**src/rtl/cpu_pkg.sv**
```systemverilog
// Definitions shared by the control unit, the fetch responder and the decoder:
// default widths, fetch FSM state codes and the instruction word type.
package cpu_pkg;

  localparam int CPU_ADDR_W = 2;
  localparam int CPU_DATA_W = 8;

  // Fetch FSM encoding; 2'b11 is unreachable and falls back to idle.
  localparam logic [1:0] ST_IDLE = 2'b00;
  localparam logic [1:0] ST_WAIT = 2'b01;
  localparam logic [1:0] ST_RESP = 2'b10;

  typedef logic [CPU_DATA_W-1:0] instr_t;

endpackage

```
**src/rtl/fetch_prog_store.sv**
```systemverilog
// Small loadable program store: DEPTH words, synchronous write, synchronous
// clear on reset, registered read. Reads and writes outside DEPTH are inert:
// writes are dropped, reads return 0.
module fetch_prog_store
  import cpu_pkg::*;
#(
  parameter int ADDR_W = CPU_ADDR_W,
  parameter int DATA_W = CPU_DATA_W,
  parameter int DEPTH  = 4
) (
  input  logic              clk,
  input  logic              reset,
  input  logic              wr_en,
  input  logic [ADDR_W-1:0] wr_addr,
  input  logic [DATA_W-1:0] wr_data,
  input  logic              rd_en,
  input  logic [ADDR_W-1:0] rd_addr,
  output logic [DATA_W-1:0] rd_data
);

  logic [DEPTH-1:0][DATA_W-1:0] mem;
  logic [DATA_W-1:0]            rd_mux;

  // Read mux; an address with no matching entry reads as zero.
  always_comb begin
    rd_mux = '0;
    for (int i = 0; i < DEPTH; i++)
      if (32'(rd_addr) == i) rd_mux = mem[i];
  end

  // Store update and registered read. The read samples mem before any write
  // on the same edge, so a same-address write is not visible yet.
  always_ff @(posedge clk) begin
    if (!reset) begin
      mem     <= '0;
      rd_data <= '0;
    end else begin
      for (int i = 0; i < DEPTH; i++)
        if (wr_en && 32'(wr_addr) == i) mem[i] <= wr_data;
      if (rd_en) rd_data <= rd_mux;
    end
  end

endmodule

```
**src/rtl/instr_fetch_responder.sv**
```systemverilog
// Responder end of the control-unit fetch interface. Accepts a pc over a
// valid/ready handshake, waits WAIT_CYCLES, then presents the instruction word
// from the program store until the control unit takes it. One fetch in flight;
// every output comes straight from a register.
module instr_fetch_responder
  import cpu_pkg::*;
#(
  parameter int ADDR_W      = CPU_ADDR_W,
  parameter int DATA_W      = CPU_DATA_W,
  parameter int DEPTH       = 4,
  parameter int WAIT_CYCLES = 1
) (
  input  logic              clk,
  input  logic              reset,
  input  logic              req_valid,
  input  logic [ADDR_W-1:0] req_addr,
  output logic              req_ready,
  output logic              rsp_valid,
  input  logic              rsp_ready,
  output logic [DATA_W-1:0] rsp_data,
  output logic              rsp_err,
  input  logic              load_en,
  input  logic [ADDR_W-1:0] load_addr,
  input  logic [DATA_W-1:0] load_data,
  output logic              busy
);

  localparam logic [31:0] DEPTH_U   = 32'(DEPTH);
  localparam logic [3:0]  WAIT_INIT = (WAIT_CYCLES == 0) ? 4'd0 : 4'(WAIT_CYCLES - 1);

  logic [1:0]        state;
  logic [3:0]        cnt;
  logic [ADDR_W-1:0] addr_q;
  logic              accept;
  logic              enter_resp;
  logic [ADDR_W-1:0] rd_addr;
  logic [DATA_W-1:0] store_q;

  // The store read fires on the edge that moves the FSM into RESP. With no
  // wait states that is the accept edge itself, so read the live request.
  always_comb begin
    accept     = (state == ST_IDLE) && req_valid && req_ready;
    enter_resp = (accept && (WAIT_CYCLES == 0)) ||
                 ((state == ST_WAIT) && (cnt == 4'd0));
    rd_addr    = (state == ST_IDLE) ? req_addr : addr_q;
  end

  fetch_prog_store #(
    .ADDR_W (ADDR_W),
    .DATA_W (DATA_W),
    .DEPTH  (DEPTH)
  ) u_store (
    .clk     (clk),
    .reset   (reset),
    .wr_en   (load_en),
    .wr_addr (load_addr),
    .wr_data (load_data),
    .rd_en   (enter_resp),
    .rd_addr (rd_addr),
    .rd_data (store_q)
  );

  // Fetch FSM with its wait counter and handshake output registers.
  always_ff @(posedge clk) begin
    if (!reset) begin
      state     <= ST_IDLE;
      cnt       <= '0;
      addr_q    <= '0;
      req_ready <= 1'b0;
      rsp_valid <= 1'b0;
      rsp_data  <= '0;
      rsp_err   <= 1'b0;
      busy      <= 1'b0;
    end else begin
      case (state)
        ST_IDLE: begin
          // req_ready comes up one cycle after reset release.
          if (!req_ready) begin
            req_ready <= 1'b1;
          end else if (accept) begin
            addr_q    <= req_addr;
            req_ready <= 1'b0;
            busy      <= 1'b1;
            if (WAIT_CYCLES == 0) begin
              state <= ST_RESP;
            end else begin
              state <= ST_WAIT;
              cnt   <= WAIT_INIT;
            end
          end
        end
        ST_WAIT: begin
          if (cnt == 4'd0) state <= ST_RESP;
          else             cnt   <= cnt - 4'd1;
        end
        ST_RESP: begin
          // First RESP cycle copies the sampled word out; then hold until taken.
          if (!rsp_valid) begin
            rsp_valid <= 1'b1;
            rsp_data  <= store_q;
            rsp_err   <= (32'(addr_q) >= DEPTH_U);
          end else if (rsp_ready) begin
            rsp_valid <= 1'b0;
            rsp_err   <= 1'b0;
            busy      <= 1'b0;
            req_ready <= 1'b1;
            state     <= ST_IDLE;
          end
        end
        default: begin
          state     <= ST_IDLE;
          req_ready <= 1'b0;
          rsp_valid <= 1'b0;
          rsp_err   <= 1'b0;
          busy      <= 1'b0;
        end
      endcase
    end
  end

endmodule

```
**config.mk**
```make
export PLATFORM = sky130hd
export DESIGN_NAME = instr_fetch_responder
export DESIGN_NICKNAME = d
export VERILOG_FILES = /design/src/rtl/cpu_pkg.sv /design/src/rtl/fetch_prog_store.sv /design/src/rtl/instr_fetch_responder.sv
export SDC_FILE = /design/constraint.sdc
export NUM_CORES = 1
export LEC_CHECK = 0
export ABC_AREA = 1
export BUFFER_PORTS_ARGS = -buffer_cell sky130_fd_sc_hd__buf_2
export CAP_MARGIN = 0
export CORE_MARGIN = 5
export CORE_UTILIZATION = 23
export DETAILED_ROUTE_END_ITERATION = 6
export PLACE_DENSITY = 0.41
export SYNTH_ARGS = -nofsm -noshare
export SYNTH_HDL_FRONTEND = slang
export SYNTH_SLANG_ARGS = --single-unit
```
**constraint.sdc**
```tcl
create_clock -name clk -period 1.9 [get_ports clk]
set_input_delay 0.38 -clock clk [delete_from_list [all_inputs] [get_ports clk]]
set_output_delay 0.38 -clock clk [all_outputs]
set_load 0.1 [all_outputs]
```
==> metrics.txt, run 1 <==
outcome complete, no violations; Area Overhead vs Synth 19.95%; Main synth FF type dfxtp_1; Initial Util 23.55%; post-cts sizing count 0; final cell count without fillers 528; routed wire length 6557 um; layout cells sized above 1 16.75%; post-synthesis sequential area ratio 46.27%; Worst EP arrival 1.77 ns; worst path cell trace inv_1 > ha_1 > nand3_1 > nor2_2 > inv_1 > nand2_1 > a21oi_2; H-tree Lvls 3; synth warn 0; Hold Path Class input pin to register; Nets 401; Tot GR Track Use 10.57%; Fill cells 1206; Overall Power 3256 uW; CTS buffer count 9; Static Leak 0.001284 uW; library cells used by synthesis 23; Post-synth top cells dfxtp_1, nand2_1, nor2_1; Setup crit end kind register; DP HPWL 4722 um; Syn Area/Cell 7.272 sq um; critical path fanouts, max 12; final hold viol count 0; Seq cells post-synth 59; vias 2265; CP peak stage delay 0.36 ns; mapped cell area 0.002552 sq mm; post-layout minimum cycle time 1.547 ns; pwr dens 1063 mW/mm^2; Internal 2290 uW; Switch Pwr 965.6 uW; deepest clock path buffer count 2; Slowest cell on crit path nor2_2; VDD IR max 0.3783 mV; Initial DRC Count 108; Post-synth ARST share 0%; first-pass GRT wire length 11100 um; crit path kind register to register; core area 0.01084 sq mm; vias in the first global route 2185; final critical-path share of the clock period 81.40%; GPL Wtd Cong 0.7539; largest cells by area after synthesis dfxtp_1, nand2_1, o21ai_0; Avg Vias per Cell 4.290; DR WL/cell 12.42 um; largest net degree at the start of global routing 38; Die ar. 0.01330 sq mm; CTS sink count 59; detailed-route DRC error count 0; startpoint types register; Reg power frac 42.1%; post-route ant nets 0; Clk Tree Root Cell clkbuf_8; switching share of power 29.66%; CTS tree built; Clock power frac 40.1%; clk slew on worst S/H paths 0.07 ns; hold buffers post-CTS 0; Post-CTS Setup Bufs 0; ant diodes 0; Min Hold Slack 0.3157 ns; Mapped Nets 369; die height 115.3 um; area leader, netlist dfxtp_1; Worst-Skew Late Latency 0.33 ns; share of the synthesized area in the top cell type 46.27%; Pins Over Slew Limit 0; Final setup viols 0; GRT overflow 0; top-count cell post-synth dfxtp_1; Post-Syn Instances 351; drt first pass iters 6; placed cells 512; register area 0.001182 sq mm; max-cap viol count 0; clk_skew 0.008446 ns; Fmax achieved 0.6466 GHz; row count 38; RSZ-0062 raised after global routing false; Multi-input gate area 0.001161 sq mm; die width 115.3 um; PortBufs 27; initial antenna violation count 0; num ports 29; Post-synth EDFFs 0; Worst path most repeated cell inv_1; combinational power share 17.9%; WP data required 2.12 ns; setup_tns 0 ns
through the flow:
stage / utilization (%) / area, sq um / setup WS, ns
after CTS: 28.24 / 3062 / 0.3090
after detailed placement: 26.14 / 2834 / 0.3105
after global routing: 28.24 / 3062 / 0.1469
after global placement: 26.14 / 2834 / 0.3041
after floorplan: - / 2554 / 0.03523
final: 28.24 / 3062 / 0.3533
power by group through the flow:
| stage | Clock, uW | Sequential [uW] | Combinational (uW) |
|---|---|---|---|
| global route | 1400 | 1380 | 668 |
| CTS | 1350 | 1370 | 591 |
| global placement | 0 | 1400 | 586 |
| finish | 1300 | 1370 | 582 |
| detailed placement | 0 | 1400 | 588 |
| floorplan | 0 | 1450 | 397 |
critical path, delay by kind of cell (launching register included):
family,cells,cell delay (ns)
simple gates,3,0.60
flops,1,0.32
buf+inv,2,0.26
fa+ha+maj,1,0.19
compound gates,1,0.06
layer usage:
metal | global-route usage (%) | wire length (um) | vias to the layer above
met5 | 0 | 0 | -
met1 | 15.10 | 3393 | 1006
met2 | 15.39 | 2774 | 37
met4 | 4.695 | 113 | 0
li1 | - | - | 1213
met3 | 2.000 | 276 | 9
worst paths after layout:
| check | from | end | slack (ns) | depth (start not counted) |
|---|---|---|---|---|
| worst min-delay path | load_data[4] | u_store.mem[20]$_SDFFE_PN0P_ | 0.32 | 3 |
| worst max-delay path | cnt[0]$_SDFFE_PN0P_ | u_store.rd_data[2]$_SDFFE_PN0P_ | 0.35 | 7 |
| worst max register to register | cnt[0]$_SDFFE_PN0P_ | u_store.rd_data[2]$_SDFFE_PN0P_ | 0.35 | 7 |
| worst min register to register | u_store.mem[31]$_SDFFE_PN0P_ | u_store.mem[31]$_SDFFE_PN0P_ | 0.45 | 2 |
cell usage in the layout, fill, tap and decap left out, types with 6 or more instances in the layout:
master	instances
dfxtp_1	58
nand2_1	56
nor2_1	48
o21ai_0	42
nand3_1	40
inv_1	34
a21oi_1	32
buf_2	27
clkbuf_8	11
buf_4	6
state kept, by name, indices dropped and copies added (netlist names):
signal	flops
addr_q	2
state	2
u_store.mem	32
u_store.rd_data	8
req_ready	1
busy	1
rsp_data	8
cnt	4
rsp_valid	1
cells by family (layout without fill, tap and decap cells):
kind of cell | after synthesis | in the layout | share of synthesized area (%)
buffers and inverters | 48 | 85 | 8.235
other | 1 | 1 | 0.1469
AOI/OAI and AO/OA | 87 | 87 | 18.38
DFF | 59 | 59 | 46.27
and+or+nand+nor | 155 | 155 | 26.47
adders and majority gates | 1 | 1 | 0.4901
final cells by class:
type	count	share of cell area (%)
Clock buffer	12	5.067
Multi-Input combinational cell	244	37.92
Clock inverter	4	2.370
Tap cell	140	5.721
Sequential cell	59	38.62
Timing Repair Buffer	33	5.885
Inverter	36	4.414
(Power assumes the default switching activity.)
==> run 2: changes to the inputs <==
==> constraint.sdc (replaced) <==
create_clock -name clk -period 1.5 [get_ports clk]
set_input_delay 0.3 -clock clk [delete_from_list [all_inputs] [get_ports clk]]
set_output_delay 0.3 -clock clk [all_outputs]
set_load 0.1 [all_outputs]
==> metrics.txt, run 2 (synthesis gave the netlist of run 1 again) <==
Regs by FF count u_store.mem x32, rsp_data x8, u_store.rd_data x8 (unchanged); Area Overhead vs Synth 21.91% (was 19.95%); Die ar. 0.01330 sq mm (unchanged); final hold viol count 0 (unchanged); Multi-input gate area 0.001169 sq mm (was 0.001161 sq mm); die height 115.3 um (unchanged); Avg Vias per Cell 4.325 (was 4.290); Static Leak 0.001316 uW (was 0.001284 uW); deepest clock path buffer count 2 (unchanged); clk_skew 0.009948 ns (was 0.008446 ns); post-route ant nets 0 (unchanged); Fill cells 1202 (was 1206); max reg flops 32 (unchanged); ant diodes 0 (unchanged); clk slew on worst S/H paths 0.07 ns (about the same); initial antenna violation count 0 (unchanged); Setup crit end kind output pin (was register); CP peak stage delay 0.43 ns (was 0.36 ns); commonest non-fill, non-tap cell in the layout nand2_1 (was dfxtp_1); CTS buffer count 9 (unchanged); hold buffers post-CTS 0 (unchanged); RSZ-0062 raised after global routing false (unchanged); Slowest cell on crit path buf_2 (was nor2_2); DP HPWL 4782 um (was 4722 um); vias in the first global route 2084 (was 2185); pwr dens 1275 mW/mm^2 (was 1063 mW/mm^2); Hold Path Class input pin to register (unchanged); worst path cell trace buf_2 (was inv_1 > ha_1 > nand3_1 > nor2_2 > inv_1 > nand2_1 > a21oi_2); pre-CTS WS -0.002459 ns (was 0.3105 ns); CP top delay family buffers and inverters (was simple AND/OR/NAND/NOR gates); outcome complete, no violations (unchanged); die width 115.3 um (unchanged); routed wire length 6455 um (was 6557 um); largest net degree at the start of global routing 38 (unchanged); first-pass GRT wire length 10630 um (was 11100 um); DR WL/cell 12.04 um (was 12.42 um); VDD IR max 0.4407 mV (was 0.3783 mV); drt first pass iters 4 (was 6); num ports 29 (unchanged); Pins Over Slew Limit 0 (unchanged); Initial DRC Count 145 (was 108); Nets 409 (was 401); core area 0.01084 sq mm (unchanged); WP data required 1.20 ns (was 2.12 ns); layout cells sized above 1 19.44% (was 16.75%); register area 0.001186 sq mm (was 0.001182 sq mm); Worst EP arrival 1.12 ns (was 1.77 ns); H-tree Lvls 3 (unchanged); FF-to-FF setup slack 0.15 ns (was 0.35 ns); Overall Power 3969 uW (was 3256 uW); Fmax achieved 0.7062 GHz; final cell count without fillers 536 (was 528); vias 2318 (was 2265); Tot GR Track Use 10.26% (was 10.57%); row count 38 (unchanged); Clk Tree Root Cell clkbuf_8 (unchanged); placed cells 517 (was 512); post-layout minimum cycle time 1.416 ns; detailed-route DRC error count 0 (unchanged); PortBufs 27 (unchanged); CTS tree built (unchanged); critical path fanouts, max 4 (was 12); worst setup margin 0.08395 ns (was 0.3533 ns); max-cap viol count 0 (unchanged); crit path kind register to output pin (was register to register); WP buf/inv 1 (was 2); GRT overflow 0 (unchanged); most frequent cells in the layout nand2_1, dfxtp_1, nor2_1 (was dfxtp_1, nand2_1, nor2_1); GPL Wtd Cong 0.7770 (was 0.7539); Final setup viols 0 (unchanged); startpoint types register (unchanged); final critical-path share of the clock period 94.40%; CTS sink count 59 (unchanged); Worst-Skew Late Latency 0.33 ns (about the same); Top reg by flops u_store.mem (unchanged); Initial Util 23.55% (unchanged)
==> run 2: cell types whose count changed in the layout (fill, tap and decap cells not counted), sizes merged <==
cell and delta:
buf +8, clkinv +2, bufinv -1, clkbuf -1
==> run 2: cell type report <==
type	instances	share of cell area, %
clock buffers	11	4.544
clock inverters	5	1.689
inverters	36	4.343
multi-input cells	244	37.56
flip-flops and latches	59	38.12
well taps	140	5.629
repair buffers	41	8.122
==> run 2: worst paths after layout <==
kind,startpoint,end,cells after the start
min,load_data[5],u_store.mem[21]$_SDFFE_PN0P_,3
min reg2reg,u_store.mem[31]$_SDFFE_PN0P_,u_store.mem[31]$_SDFFE_PN0P_,2
max,rsp_valid$_SDFFE_PN0N_,rsp_valid,1
max reg2reg,state[1]$_SDFFE_PN0P_,u_store.rd_data[1]$_SDFFE_PN0P_,8
==> run 2: per-stage QoR <==
step / util (%) / area [sq um] / hold slack [ns] / setup TNS [ns]
3_5_place_dp: 26.50 / 2873 / 0.4500 / -0.002459
4_1_cts: 28.29 / 3067 / 0.2345 / 0
5_1_grt: 28.71 / 3112 / 0.2422 / 0
2_1_floorplan: - / 2555 / 0.4297 / 0
3_3_place_gp: 26.50 / 2873 / 0.4454 / 0
6_report: 28.71 / 3112 / 0.2479 / 0
==> run 2: metal layers <==
metal	track usage [%]	wire length (um)	share of wire [%]
met5	0	0	0
met4	4.695	153	2.4
met3	3.368	352	5.5
met2	14.58	2654	41
met1	14.02	3295	51
==> run 2: where the power goes <==
part | switching [uW] | internal [uW]
Sequential | 67.7 | 1670
Combinational | 535 | 253
Clock | 638 | 804
==> run 2: what timing repair did <==
item / CTS / global route
setup endpoints to repair: 0 / 8
buffers inserted: 0 / 3
hold endpoints to repair: 0 / 0
resized for setup: 0 / 4
==> run 3: changes to the inputs <==
--- a/config.mk
+++ b/config.mk
@@ -8,10 +8,14 @@
 export ABC_AREA = 1
 export BUFFER_PORTS_ARGS = -buffer_cell sky130_fd_sc_hd__buf_2
 export CAP_MARGIN = 0
+export CELL_PAD_IN_SITES_DETAIL_PLACEMENT = 2
+export CELL_PAD_IN_SITES_GLOBAL_PLACEMENT = 2
+export CORE_ASPECT_RATIO = 2
 export CORE_MARGIN = 5
 export CORE_UTILIZATION = 23
 export DETAILED_ROUTE_END_ITERATION = 6
-export PLACE_DENSITY = 0.41
+export PLACE_DENSITY = 0.61
+export SLEW_MARGIN = 20
 export SYNTH_ARGS = -nofsm -noshare
 export SYNTH_HDL_FRONTEND = slang
 export SYNTH_SLANG_ARGS = --single-unit
==> metrics.txt, run 3 (synthesis gave the netlist of run 1 again) <==
worst r2r src state[1]$_SDFFE_PN0P_ (unchanged); Top reg by flops u_store.mem (unchanged); VDD IR max 0.6788 mV (was 0.4407 mV); final instance area 0.003279 sq mm (was 0.003112 sq mm); Worst EP arrival 1.11 ns (was 1.12 ns); critical path depth in cells 1 (unchanged); Tot GR Track Use 12.83% (was 10.26%); outcome complete, no violations (unchanged); post-layout minimum cycle time 1.413 ns (was 1.416 ns); CTS buffer count 9 (unchanged); die height 159.0 um (was 115.3 um); Final setup viols 0 (unchanged); DP HPWL 6390 um (was 4782 um); max-cap viol count 0 (unchanged); FF-to-FF setup slack 0.09 ns (was 0.15 ns); pre-CTS WS -0.05824 ns (was -0.002459 ns); Avg Vias per Cell 4.550 (was 4.325); worst setup margin 0.08709 ns (was 0.08395 ns); final cell count without fillers 536 (unchanged); H-tree Lvls 3 (unchanged); Area Overhead vs Synth 28.48% (was 21.91%); Initial DRC Count 72 (was 145); crit path kind register to output pin (unchanged); Fill cells 1305 (was 1202); PortBufs 27 (unchanged); RSZ-0062 raised after global routing true (was false); vias 2439 (was 2318); Initial Util 23.46% (was 23.55%); post-route ant nets 0 (unchanged); initial antenna violation count 0 (unchanged); Min Hold Slack 0.2556 ns (was 0.2479 ns); GPL Wtd Cong 0.7542 (was 0.7770); drt first pass iters 3 (was 4); Die ar. 0.01343 sq mm (was 0.01330 sq mm); routed wire length 8184 um (was 6455 um); WP data required 1.20 ns (about the same); Static Leak 0.001382 uW (was 0.001316 uW); largest net degree at the start of global routing 38 (unchanged); die width 84.49 um (was 115.3 um); Critical Path Start req_ready$_SDFFE_PN0P_ (was rsp_valid$_SDFFE_PN0N_); Nets 410 (was 409); num ports 29 (unchanged); Regs by FF count u_store.mem x32, rsp_data x8, u_store.rd_data x8 (unchanged); Hold Path Class input pin to register (unchanged); most frequent cells in the layout nand2_1, dfxtp_1, nor2_1 (unchanged); Setup crit end kind output pin (unchanged); CP top delay family buffers and inverters (unchanged); worst reg2reg endpoint u_store.rd_data[5]$_SDFFE_PN0P_ (was u_store.rd_data[1]$_SDFFE_PN0P_); final hold viol count 0 (unchanged); critical path fanouts, max 4 (unchanged); Pins Over Slew Limit 0 (unchanged); core area 0.01088 sq mm (was 0.01084 sq mm); Slowest cell on crit path buf_2 (unchanged); GRT overflow 0 (unchanged); Fmax achieved 0.7078 GHz (was 0.7062 GHz); max reg flops 32 (unchanged); worst path cell trace buf_2 (unchanged); CP peak stage delay 0.43 ns (about the same); placed cells 520 (was 517); CTS sink count 59 (unchanged); row count 54 (was 38); CTS tree built (unchanged); Worst-Skew Late Latency 0.33 ns (about the same); Placed Area 0.002908 sq mm (was 0.002873 sq mm); clk slew on worst S/H paths 0.05 ns (was 0.07 ns); R2R depth 9 (was 8); deepest clock path buffer count 2 (unchanged); vias in the first global route 2692 (was 2084); layout cells sized above 1 19.95% (was 19.44%); Clk Tree Root Cell clkbuf_16 (was clkbuf_8); Worst Setup EP req_ready (was rsp_valid); startpoint types register (unchanged); first-pass GRT wire length 13410 um (was 10630 um); ant diodes 0 (unchanged); final critical-path share of the clock period 94.19% (was 94.40%); WHS Path Cells 3 (unchanged); clk_skew 0.006869 ns (was 0.009948 ns); detailed-route DRC error count 0 (unchanged); DR WL/cell 15.27 um (was 12.04 um); WP buf/inv 1 (unchanged); pwr dens 1461 mW/mm^2 (was 1275 mW/mm^2)
## run 3: changes by cell type in the layout (fill, tap and decap cells not counted), sizes merged
| cell | before | now |
|---|---|---|
| clkbuf | 11 | 13 |
| buf | 41 | 42 |
| clkinvlp | 1 | 0 |
| clkinv | 5 | 2 |
| bufinv | 1 | 2 |
## run 3: repair_timing
| item | in CTS | in global routing |
|---|---|---|
| setup endpoints to repair | 5 | 10 |
| pin swaps | 0 | 1 |
| gates resized for setup | 4 | 11 |
| setup buffers | 0 | 1 |
| hold buffers | 0 | 0 |
| cloned | 0 | 0 |
## run 3: final cells by class
cell class	instances	area [sq um]	area share, %
clock buffers	13	250.2	7.631
clock inverters	2	60.06	1.831
repair buffers	42	264.0	8.050
multi-input cells	244	1209	36.86
well taps	140	175.2	5.341
flip-flops and latches	59	1186	36.17
inverters	36	135.1	4.121
## run 3: worst min-delay path by stage
stage                                             from                      endpoint  slack, ns
final                                     load_data[6]  u_store.mem[22]$_SDFFE_PN0P_       0.26
after detailed placement  u_store.mem[24]$_SDFFE_PN0P_  u_store.mem[24]$_SDFFE_PN0P_       0.45
after global routing                      load_data[1]   u_store.mem[1]$_SDFFE_PN0P_       0.26
after floorplan           u_store.mem[25]$_SDFFE_PN0P_  u_store.mem[25]$_SDFFE_PN0P_       0.43
after global placement    u_store.mem[30]$_SDFFE_PN0P_  u_store.mem[30]$_SDFFE_PN0P_       0.44
after CTS                                 load_data[6]  u_store.mem[22]$_SDFFE_PN0P_       0.24
## run 3: per-layer routing
| metal | GRT usage [%] | vias up | part of all wire (%) |
|---|---|---|---|
| met4 | 5.692 | 0 | 2.1 |
| met1 | 11.66 | 1172 | 36 |
| met2 | 25.48 | 29 | 59 |
| met5 | 0 | - | 0 |
| li1 | - | 1225 | - |
| met3 | 3.263 | 13 | 2.5 |
## run 3: through the flow
stage / util [%] / TNS (ns) / power (uW)
after global placement: 26.73 / 0 / 2587
final: 30.15 / 0 / 4790
after detailed placement: 26.73 / -0.1336 / 2617
after floorplan: - / 0 / 2347
after CTS: 29.65 / 0 / 4835
after global routing: 30.15 / -0.06247 / 5037
## run 3: power breakdown
part | switching (uW) | internal, uW
logic | 597 | 279
registers | 74.3 | 1680
clock network | 674 | 1490
